File: config.mk
export PLATFORM = sky130hd
export DESIGN_NAME = frame_writer
export DESIGN_NICKNAME = d
export VERILOG_FILES = /design/src/rtl/frame_writer.sv
export SDC_FILE = /design/constraint.sdc
export NUM_CORES = 1
export LEC_CHECK = 0
export ABC_AREA = 1
export CAP_MARGIN = 20
export CORE_MARGIN = 10
export CORE_UTILIZATION = 55
export DETAILED_ROUTE_END_ITERATION = 10
export PLACE_DENSITY = 0.84
export SLEW_MARGIN = 20
export SYNTH_ARGS = -nofsm -noshare
export SYNTH_HDL_FRONTEND = slang
export SYNTH_SLANG_ARGS = --single-unit
File: constraint.sdc
create_clock -name clk -period 5 [get_ports clk]
set_clock_uncertainty 0.1 [all_clocks]
set_input_delay 1 -clock clk [delete_from_list [all_inputs] [get_ports clk]]
set_output_delay 1 -clock clk [all_outputs]
set_load 0.01 [all_outputs]
File: src/rtl/frame_writer.sv
// -----------------------------------------------------------------------------
// frame_writer
//   Writer side of the dual-address frame BRAM. Converts a raster pixel stream
//   (start-of-frame / end-of-line marked) into BRAM write-port cycles. It
//   checks the frame geometry and pulses frame_done on the last pixel. It
//   raises a sticky err on malformed frames. Capture is single-shot (arm) or
//   continuous.
//
// Ports
//   clk        : system clock, all logic on posedge
//   rst_n      : asynchronous active-low reset
//   arm        : pulse, capture the next complete frame (ignored while busy)
//   continuous : level, capture every frame while high
//   clr_err    : pulse, clear sticky err
//   pix_valid  : pix_data valid this cycle
//   pix_sof    : with pix_valid, first pixel of a frame
//   pix_eol    : with pix_valid, last pixel of a line
//   pix_data   : pixel value
//   we         : BRAM write enable (registered, 1 cycle after the pixel)
//   wr_addr    : BRAM write address
//   din        : BRAM write data
//   busy       : high while a frame is being captured
//   frame_done : 1-cycle pulse alongside the write of the frame's last pixel
//   err        : sticky geometry error
// -----------------------------------------------------------------------------
module frame_writer #(
  parameter int LOGSIZE  = 16,
  parameter int WIDTH    = 24,
  parameter int H_PIXELS = 256,
  parameter int V_LINES  = 192
) (
  input  logic               clk,
  input  logic               rst_n,
  input  logic               arm,
  input  logic               continuous,
  input  logic               clr_err,
  input  logic               pix_valid,
  input  logic               pix_sof,
  input  logic               pix_eol,
  input  logic [WIDTH-1:0]   pix_data,
  output logic               we,
  output logic [LOGSIZE-1:0] wr_addr,
  output logic [WIDTH-1:0]   din,
  output logic               busy,
  output logic               frame_done,
  output logic               err
);

  localparam int XW = (H_PIXELS > 1) ? $clog2(H_PIXELS) : 1;
  localparam int YW = (V_LINES > 1) ? $clog2(V_LINES) : 1;
  localparam logic [XW-1:0] X_LAST = XW'(H_PIXELS - 1);
  localparam logic [YW-1:0] Y_LAST = YW'(V_LINES - 1);

  typedef enum logic {IDLE, CAPTURE} state_t;

  state_t             state;
  logic [XW-1:0]      x;
  logic [YW-1:0]      y;
  logic [LOGSIZE-1:0] addr;   // address of the next in-frame pixel (y*H+x)
  logic               armed;

  logic start;
  logic cap;
  logic x_last;
  logic err_set;

  always_comb begin
    start  = (state == IDLE) && pix_valid && pix_sof && (armed || continuous);
    cap    = (state == CAPTURE) && pix_valid;
    x_last = (x == X_LAST);
    // A restart sof, or an eol that disagrees with the column position
    // (short or long line), marks the frame as malformed.
    err_set = cap && (pix_sof || (x_last != pix_eol));
  end

  always_ff @(posedge clk or negedge rst_n) begin
    if (!rst_n) begin
      state      <= IDLE;
      x          <= '0;
      y          <= '0;
      addr       <= '0;
      armed      <= 1'b0;
      we         <= 1'b0;
      wr_addr    <= '0;
      din        <= '0;
      busy       <= 1'b0;
      frame_done <= 1'b0;
      err        <= 1'b0;
    end else begin
      we         <= 1'b0;
      frame_done <= 1'b0;

      // Set wins over a simultaneous clear.
      if (err_set)      err <= 1'b1;
      else if (clr_err) err <= 1'b0;

      if (arm && !busy) armed <= 1'b1;

      case (state)
        IDLE: begin
          if (start) begin
            we      <= 1'b1;
            wr_addr <= '0;
            din     <= pix_data;
            x       <= XW'(1);
            y       <= '0;
            addr    <= LOGSIZE'(1);
            armed   <= 1'b0;      // overrides a same-cycle arm
            busy    <= 1'b1;
            state   <= CAPTURE;
          end
        end

        CAPTURE: begin
          if (pix_valid) begin
            we  <= 1'b1;
            din <= pix_data;
            if (pix_sof) begin
              // Restart: this pixel becomes pixel 0 of a fresh frame.
              wr_addr <= '0;
              x       <= XW'(1);
              y       <= '0;
              addr    <= LOGSIZE'(1);
            end else begin
              wr_addr <= addr;
              if (x_last && pix_eol) begin
                if (y == Y_LAST) begin
                  frame_done <= 1'b1;
                  busy       <= 1'b0;
                  state      <= IDLE;
                end else begin
                  x    <= '0;
                  y    <= y + YW'(1);
                  addr <= addr + LOGSIZE'(1);
                end
              end else if (x_last || pix_eol) begin
                // Geometry broken: keep the pixel, abandon the frame.
                busy  <= 1'b0;
                state <= IDLE;
              end else begin
                x    <= x + XW'(1);
                addr <= addr + LOGSIZE'(1);
              end
            end
          end
        end

        default: state <= IDLE;
      endcase
    end
  end

endmodule

==> summary.md, run 1 <==
| Metric | Value |
|---|---|
| IO Pins | 76 |
| Kind of critical path | input pin to flip-flop |
| Starting density of the core | 0.566 |
| Layout Cells excl Fill | 652 |
| Final total negative setup slack | 0 ns |
| Core occupancy in the finished layout | 0.713 |
| Worst setup timing slack at the placement stage | between 1.5 and 2 ns |
| Net load switching power | 644 uW |
| Sort of element at the end of the critical path | flip-flop |
| Dominant combinational cell family by area after synthesis | simple AND/OR/NAND/NOR gates |
| Max-slew headroom at the worst pin | 0.374 |
| Critical Path Fanout Max | 23 |
| Final Hold Violating Endpoints | 0 |
| Maximum vdd ir drop | 0.191 mV |
| Arrival time reported for the critical path endpoint | approximately 3.1 ns |
| Synthesized-area fraction occupied by adder cells | 0.0228 |
| Average routed wire per standard cell | 13.8 um |
| Clock Root Buffer | sky130_fd_sc_hd__clkbuf_8 |
| Max Freq | 333 MHz |
| Largest incremental delay on the critical path | 0.58 ns |
| Die Wd | 104 um |
| Class of the worst hold path | flip-flop to flip-flop |
| Sequential share of power | 0.422 |
| Ordered list of cells on the worst path | clkdlybuf4s50_1, nor2_4, inv_2, or2_1, nand3_2, inv_1, nand3_1, nand2_1 |
| Share of cell area taken by muxes after synthesis | 0 |
| Clock slew at reported path FFs | 0.08 ns |
| Cell Rows | 30 |
| Count of final max-slew check failures | 0 |
| Post-route setup slack | 2.00 ns |
| Area of placed instances | 4600 um^2 |
| Synth Area in Simple Gates | 0.297 |
| Power per Cell Area | between 400 and 500 nW/um^2 |
| Post-CTS Repair Setup Buffers | 0 |
| Synth unique cells | 32 |
| Count of antenna-violating nets left after detailed routing | 0 |
| Flip-flop and latch count after synthesis | 78 |
| Switching part of the total | 0.325 |
| TritonCTS clock tree | built |
| DR DRC count | 0 |
| Clk Latency, worst-skew pair | 0.35 ns |
| Post-detailed-route via-to-cell ratio | between 5 and 6 |
| WP data required | between 5 and 6 ns |
| CP max stage cell | sky130_fd_sc_hd__clkdlybuf4s50_1 |
| Power Total | between 1.5 and 2 mW |
| DRC marker count from the first detailed-route iteration | 283 |
| Clock group share of total power | 0.286 |
| Period Utilization, post-route | 0.600 |
| Unrepaired setup endpoints after global routing | no |
| Vias after detailed routing | 3,387 |
| Share of post-route cells with drive strength above 1 | 0.0522 |
| Setup Viol. Count Final | 0 |
| R2R depth | 12 |
| Post-synthesis sequential area ratio | 0.508 |
| Net count after synthesis | approximately 520 |
| FFs w/ async S/R, synth | 1.00 |
| IO Port Bufs | 75 |
| Reported max-cap violation count | 0 |
| Post-synthesis average cell area | about 8 um^2 |
| Synthesized-area fraction occupied by xor and xnor cells | 0.00684 |
| Cell type with the largest total area after synthesis | sky130_fd_sc_hd__dfrtp_1 |
| Run status | complete, no violations |
| Number of cells produced by synthesis | 480 |
| Leading cell types by total area after synthesis | sky130_fd_sc_hd__dfrtp_1, sky130_fd_sc_hd__nand2_1, sky130_fd_sc_hd__nand3_1, sky130_fd_sc_hd__inv_1, sky130_fd_sc_hd__nor2_1 |
| Startpoint type of the worst setup path | input pin |
| Warnings, synthesis | 0 |
| Min Tclk post-route | between 3 and 4 ns |
| Sink count of the clock tree | 78 |
| Deepest clock path buffer count | 2 |
| Placer's final routability congestion estimate | 0.909 |
| Grt total ovfl | 0 |
| Power share of the combinational group | 0.292 |
| Int Pwr | 1.34 mW |
| Wire length reported by the detailed router | 8.98 mm |
| Count of flip-flops with a built-in enable after synthesis | 0 |
| Yosys top cell area share | 0.508 |
| Number of clock buffers inserted by TritonCTS | 9 |
| Final Instance Area | 4840 um^2 |
| Inserted Diodes | 0 |
| Total of hold buffers inserted after clock tree synthesis | 0 |
| Final net count | a little under 600 |
| Detailed-router iteration count before antenna repair | 5 |
| Relative area change from synthesis to final layout | 26.0% |
| Global-route wire length before repair | 15.8 mm |
| Post-CTS sizing | 0 |
| Total number of H-tree levels | 3 |
| Estimated wirelength of the detail-placed design | around 6.5 mm |
| Depth of the worst hold-timing path | 2 |
| Top FF cell, synth | sky130_fd_sc_hd__dfrtp_1 |
| Fraction of the mapped netlist area in compound gates | 0.0889 |
| Most frequent cells after synthesis | sky130_fd_sc_hd__nand2_1, sky130_fd_sc_hd__dfrtp_1, sky130_fd_sc_hd__inv_1 |
| Height of the die | 104 um |
| Global-route usage over all layers | 0.172 |
| Largest net degree at the start of global routing | 79 |
| Instance count after placement with tap cells included | 636 |
| Tightest hold margin | between 0.3 and 0.4 ns |
| Antenna violations before repair | 0 |
| Transition at the pin with the smallest max-transition slack | 0.940 ns |
| Most instantiated library cell after synthesis | sky130_fd_sc_hd__nand2_1 |
| Leakage power | 2.30 nW |
| Core area | 6790 um^2 |
| Post-synthesis instance area | 3840 um^2 |
| Vias in the first global route | approximately 3,300 |
| Full die area | 10,700 um^2 |
worst max-delay path, delay by kind of cell:
kind | cells | cell delay [ns]
buffers and inverters | 3 | 0.97
and+or+nand+nor | 5 | 1.17
layer usage:
metal / part of all wire / wire, um / track usage / vias to the layer above
li1: - / - / - / 1679
met4: 0.016 / 145 / 0.0665 / 0
met2: 0.46 / 4090 / 0.268 / 122
met3: 0.066 / 592 / 0.0353 / 12
met1: 0.46 / 4150 / 0.228 / 1574
met5: 0 / 0 / 0 / -
worst paths after layout:
path	from	end	slack (ns)
setup / recovery	pix_sof	y[5]$_DFFE_PN0P_	2.00
hold / removal	din[13]$_DFFE_PN0P_	din[13]$_DFFE_PN0P_	0.38
setup reg to reg	x[0]$_DFFE_PN0P_	addr[2]$_DFFE_PN0P_	2.50
hold reg to reg	din[13]$_DFFE_PN0P_	din[13]$_DFFE_PN0P_	0.38
max in group asynchronous	rst_n	x[5]$_DFFE_PN0P_	3.51
min in group asynchronous	rst_n	din[12]$_DFFE_PN0P_	0.68
cells by family after synthesis:
kind of cell             count (synthesis)
AO/OA/AOI/OAI                           58
XOR/XNOR                                 3
adder cells (fa/ha/maj)                  7
buffers and inverters                   62
flip-flops                              78
AND/OR/NAND/NOR                        272
layout by cell type, fill, tap and decap left out, types with 2 or more instances in the layout:
cell                              netlist  layout
sky130_fd_sc_hd__nand3_1               37      37
sky130_fd_sc_hd__o21ai_0               17      17
sky130_fd_sc_hd__inv_2                  4       4
sky130_fd_sc_hd__buf_4                  4       2
sky130_fd_sc_hd__a21oi_1                6       6
sky130_fd_sc_hd__bufinv_16              0       3
sky130_fd_sc_hd__xor2_1                 2       2
sky130_fd_sc_hd__clkdlybuf4s50_1        0      74
sky130_fd_sc_hd__o31ai_1               11      11
sky130_fd_sc_hd__o21ai_1               19      19
sky130_fd_sc_hd__nor3_1                 2       2
sky130_fd_sc_hd__dfrtp_1               78      78
sky130_fd_sc_hd__nand2_1              183     183
sky130_fd_sc_hd__nand4_1                9       9
sky130_fd_sc_hd__inv_1                 42      42
sky130_fd_sc_hd__nor3b_1                2       2
sky130_fd_sc_hd__ha_1                   7       7
sky130_fd_sc_hd__nor2_1                32      32
sky130_fd_sc_hd__clkbuf_8               0       9
power by group through the flow:
stage / Clock [mW] / Sequential (mW) / Combinational (mW)
3_5_place_dp: 0 / 0.848 / 0.583
5_1_grt: 0.605 / 0.854 / 0.647
4_1_cts: 0.578 / 0.837 / 0.586
2_1_floorplan: 0 / 0.872 / 0.298
6_report: 0.568 / 0.837 / 0.578
3_3_place_gp: 0 / 0.841 / 0.572
state kept, by name, indices dropped and copies added, names as in the netlist, 8 cells and up:
signal   count
din         24
addr        16
wr_addr     16
x            8
y            8
area by class of cell:
class / instances / area, um^2
clock inverters: 7 / 120
fillers: 524 / 1950
inverters: 46 / 173
well taps: 96 / 120
clock buffers: 9 / 124
repair buffers: 76 / 756
multi-input cells: 340 / 1600
flip-flops and latches: 78 / 1950
Note: power is estimated with default switching activity, not from simulation.
==> run 2, diff against run 1 <==
--- a/config.mk
+++ b/config.mk
@@ -8,9 +8,9 @@
 export ABC_AREA = 1
 export CAP_MARGIN = 20
 export CORE_MARGIN = 10
-export CORE_UTILIZATION = 55
+export CORE_UTILIZATION = 47
 export DETAILED_ROUTE_END_ITERATION = 10
-export PLACE_DENSITY = 0.84
+export PLACE_DENSITY = 0.77
 export SLEW_MARGIN = 20
 export SYNTH_ARGS = -nofsm -noshare
 export SYNTH_HDL_FRONTEND = slang
==> constraint.sdc (replaced) <==
create_clock -name clk -period 2.6 [get_ports clk]
set_clock_uncertainty 0.1 [all_clocks]
set_input_delay 0.52 -clock clk [delete_from_list [all_inputs] [get_ports clk]]
set_output_delay 0.52 -clock clk [all_outputs]
set_load 0.01 [all_outputs]
==> run 2 against run 1 <==
Via count shrank 2.5%. Sequential cell count unchanged. Critical path depth increased by 4. Clock power is 110% higher. Final area grew 2.0%. Largest cell class unchanged. Wire length grew 2.3%.
==> summary.md, run 2 (synthesized netlist as in run 1, its figures left out) <==
| Metric | Value |
|---|---|
| DR DRC count | 0 (unchanged) |
| Layout Cells excl Fill | 663 (+1.7%) |
| Leakage power | 2.34 nW (+1.9%) |
| Class of the worst hold path | input pin to async pin |
| Core occupancy in the finished layout | 0.629 (-0.0832) |
| Power share of the combinational group | 0.292 (about the same) |
| Number of clock buffers inserted by TritonCTS | 9 (unchanged) |
| Setup Viol. Count Final | 0 (unchanged) |
| Wire length reported by the detailed router | 9.19 mm (+2.3%) |
| Sequential share of power | 0.406 (-0.016) |
| Total of hold buffers inserted after clock tree synthesis | 0 (unchanged) |
| Global-route wire length before repair | 15.5 mm (-1.3%) |
| Int Pwr | 2.71 mW (+100%) |
| Global-route usage over all layers | 0.150 (-0.0221) |
| Leading cell types in the layout, fill and taps excluded | sky130_fd_sc_hd__nand2_1, sky130_fd_sc_hd__dfrtp_1, sky130_fd_sc_hd__clkdlybuf4s50_1 |
| Leading cell type in the layout, fill and taps excluded | sky130_fd_sc_hd__nand2_1 |
| Power Total | 3.95 mW (+99%) |
| Total number of H-tree levels | 3 (unchanged) |
| Vias after detailed routing | 3,302 (-2.5%) |
| Instance count after placement with tap cells included | 647 (+1.7%) |
| Post-CTS Repair Setup Buffers | 0 (unchanged) |
| Grt total ovfl | 0 (unchanged) |
| Amount of wire on met3 after detailed routing | 523 um (-12%) |
| Reported max-cap violation count | 0 (unchanged) |
| IO Port Bufs | 75 (unchanged) |
| Period Utilization, post-route | 0.935 |
| Max reg flops | 24 (unchanged) |
| Sink count of the clock tree | 78 (unchanged) |
| Met2 routed WL | 4.32 mm (+5.6%) |
| Average routed wire per standard cell | 13.9 um (+0.65%) |
| Starting density of the core | 0.490 (-0.0759) |
| Antenna violations before repair | 0 (unchanged) |
| Clock slew at reported path FFs | 0.08 ns (about the same) |
| Estimated wirelength of the detail-placed design | 6.84 mm (+4.9%) |
| Full die area | 12,200 um^2 (+14%) |
| Critical Path Fanout Max | 35 (+52%) |
| IO Pins | 76 (unchanged) |
| Cell Rows | 32 (+6.7%) |
| Highest routed metal layer | met4 |
| Sort of element at the end of the critical path | flip-flop |
| Inserted Diodes | 0 (unchanged) |
| Switching part of the total | 0.315 (-0.0100) |
| DRC marker count from the first detailed-route iteration | 176 (-38%) |
| Final net count | 595 (+0.85%) |
| Deepest clock path buffer count | 2 (unchanged) |
| Power per Cell Area | 800 nW/um^2 (+95%) |
| Placer's final routability congestion estimate | 0.918 (+0.98%) |
| Vias in the first global route | 3,177 (-3.9%) |
| Arrival time reported for the critical path endpoint | 2.55 ns (-0.59 ns) |
| Post-detailed-route via-to-cell ratio | 4.98 (-4.1%) |
| Net load switching power | 1.24 mW (+93%) |
| Height of the die | 110 um (+6.6%) |
| Max-slew headroom at the worst pin | 0.718 (+0.345) |
| Clock Root Buffer | sky130_fd_sc_hd__clkbuf_8 |
| TritonCTS clock tree | built |
| Maximum vdd ir drop | 0.433 mV (+130%) |
| Die Wd | 110 um (+6.6%) |
| Count of final max-slew check failures | 0 (unchanged) |
| Tightest hold margin | 0.00585 ns (-0.369 ns) |
| Relative area change from synthesis to final layout | 28.6% |
| Min Tclk post-route | 2.43 ns |
| Biggest registers after layout | din x24, addr x16, wr_addr x16 |
| Detailed-router iteration count before antenna repair | 4 (-1) |
| Startpoint type of the worst setup path | flip-flop |
| WP data required | 2.72 ns (-2.42 ns) |
| Transition at the pin with the smallest max-transition slack | 0.423 ns (-0.517 ns) |
| Share of post-route cells with drive strength above 1 | 0.0624 (+0.0102) |
| Run status | complete, no violations |
| Final Hold Violating Endpoints | 0 (unchanged) |
| Clock group share of total power | 0.303 (+0.017) |
| Largest net degree at the start of global routing | 48 (-39%) |
| Kind of critical path | flip-flop to flip-flop |
| Count of antenna-violating nets left after detailed routing | 0 (unchanged) |
| Met1 layer wirelength in the final routing | 4.28 mm (+3.0%) |
| Max Freq | 411 MHz |
| Core area | 7850 um^2 (+16%) |
| Top register by number of flip-flops | din |
| Clk Latency, worst-skew pair | 0.35 ns (about the same) |
-- run 2: metrics by stage --
step,worst slack (ns),setup TNS (ns),area (um^2)
after detailed placement,0.0263,0,4670
after global routing,-0.00341,-0.00341,4940
final,0.168,0,4940
after floorplan,0.532,0,3840
after global placement,0.0943,0,4670
after CTS,0.127,0,4940
-- run 2: power groups by stage --
stage	registers (mW)	logic [mW]	clock network [mW]
6_report	1.60	1.15	1.20
5_1_grt	1.64	1.29	1.28
3_3_place_gp	1.62	1.14	0
3_5_place_dp	1.63	1.17	0
4_1_cts	1.60	1.17	1.22
2_1_floorplan	1.68	0.573	0
-- run 2: worst paths after layout --
| check | start | endpoint | slack, ns | cells after the start |
|---|---|---|---|---|
| worst min register to register | din[23]$_DFFE_PN0P_ | din[23]$_DFFE_PN0P_ | 0.37 | 2 |
| min in group clk | din[23]$_DFFE_PN0P_ | din[23]$_DFFE_PN0P_ | 0.37 | 2 |
| worst min-delay path | rst_n | wr_addr[9]$_DFFE_PN0P_ | 0.006 | 1 |
| worst max register to register | x[0]$_DFFE_PN0P_ | addr[15]$_DFFE_PN0P_ | 0.17 | 12 |
| worst max-delay path | x[0]$_DFFE_PN0P_ | addr[15]$_DFFE_PN0P_ | 0.17 | 12 |
| max in group asynchronous | rst_n | wr_addr[3]$_DFFE_PN0P_ | 1.82 | 2 |
-- run 2: layout make-up --
type	count	area, um^2
well taps	102	128
fillers	683	2910
clock buffers	9	124
multi-input cells	340	1600
repair buffers	81	818
flip-flops and latches	78	1950
clock inverters	7	145
inverters	46	173
-- run 2: critical path: stages (launching register included) --
cell and delay (ns):
sky130_fd_sc_hd__dfrtp_1 0.40, sky130_fd_sc_hd__ha_1 0.21, sky130_fd_sc_hd__nand3_1 0.12, sky130_fd_sc_hd__nor2_1 0.15, sky130_fd_sc_hd__nand2_1 0.11, sky130_fd_sc_hd__nor2_2 0.16
sky130_fd_sc_hd__ha_1 0.26, sky130_fd_sc_hd__nand2_1 0.07, sky130_fd_sc_hd__a21boi_4 0.25, sky130_fd_sc_hd__nand2_4 0.07, sky130_fd_sc_hd__buf_4 0.23, sky130_fd_sc_hd__nand2_1 0.08
sky130_fd_sc_hd__o21ai_0 0.08
-- run 2: timing repair --
item,CTS,global route
setup endpoints to repair,0,17
hold endpoints to repair,0,0
resized for setup,0,2
-- run 2: metal layers --
layer | track usage | vias up
met5 | 0 | -
met4 | 0.0475 | 0
met3 | 0.0416 | 6
met2 | 0.240 | 96
met1 | 0.190 | 1508
li1 | - | 1692
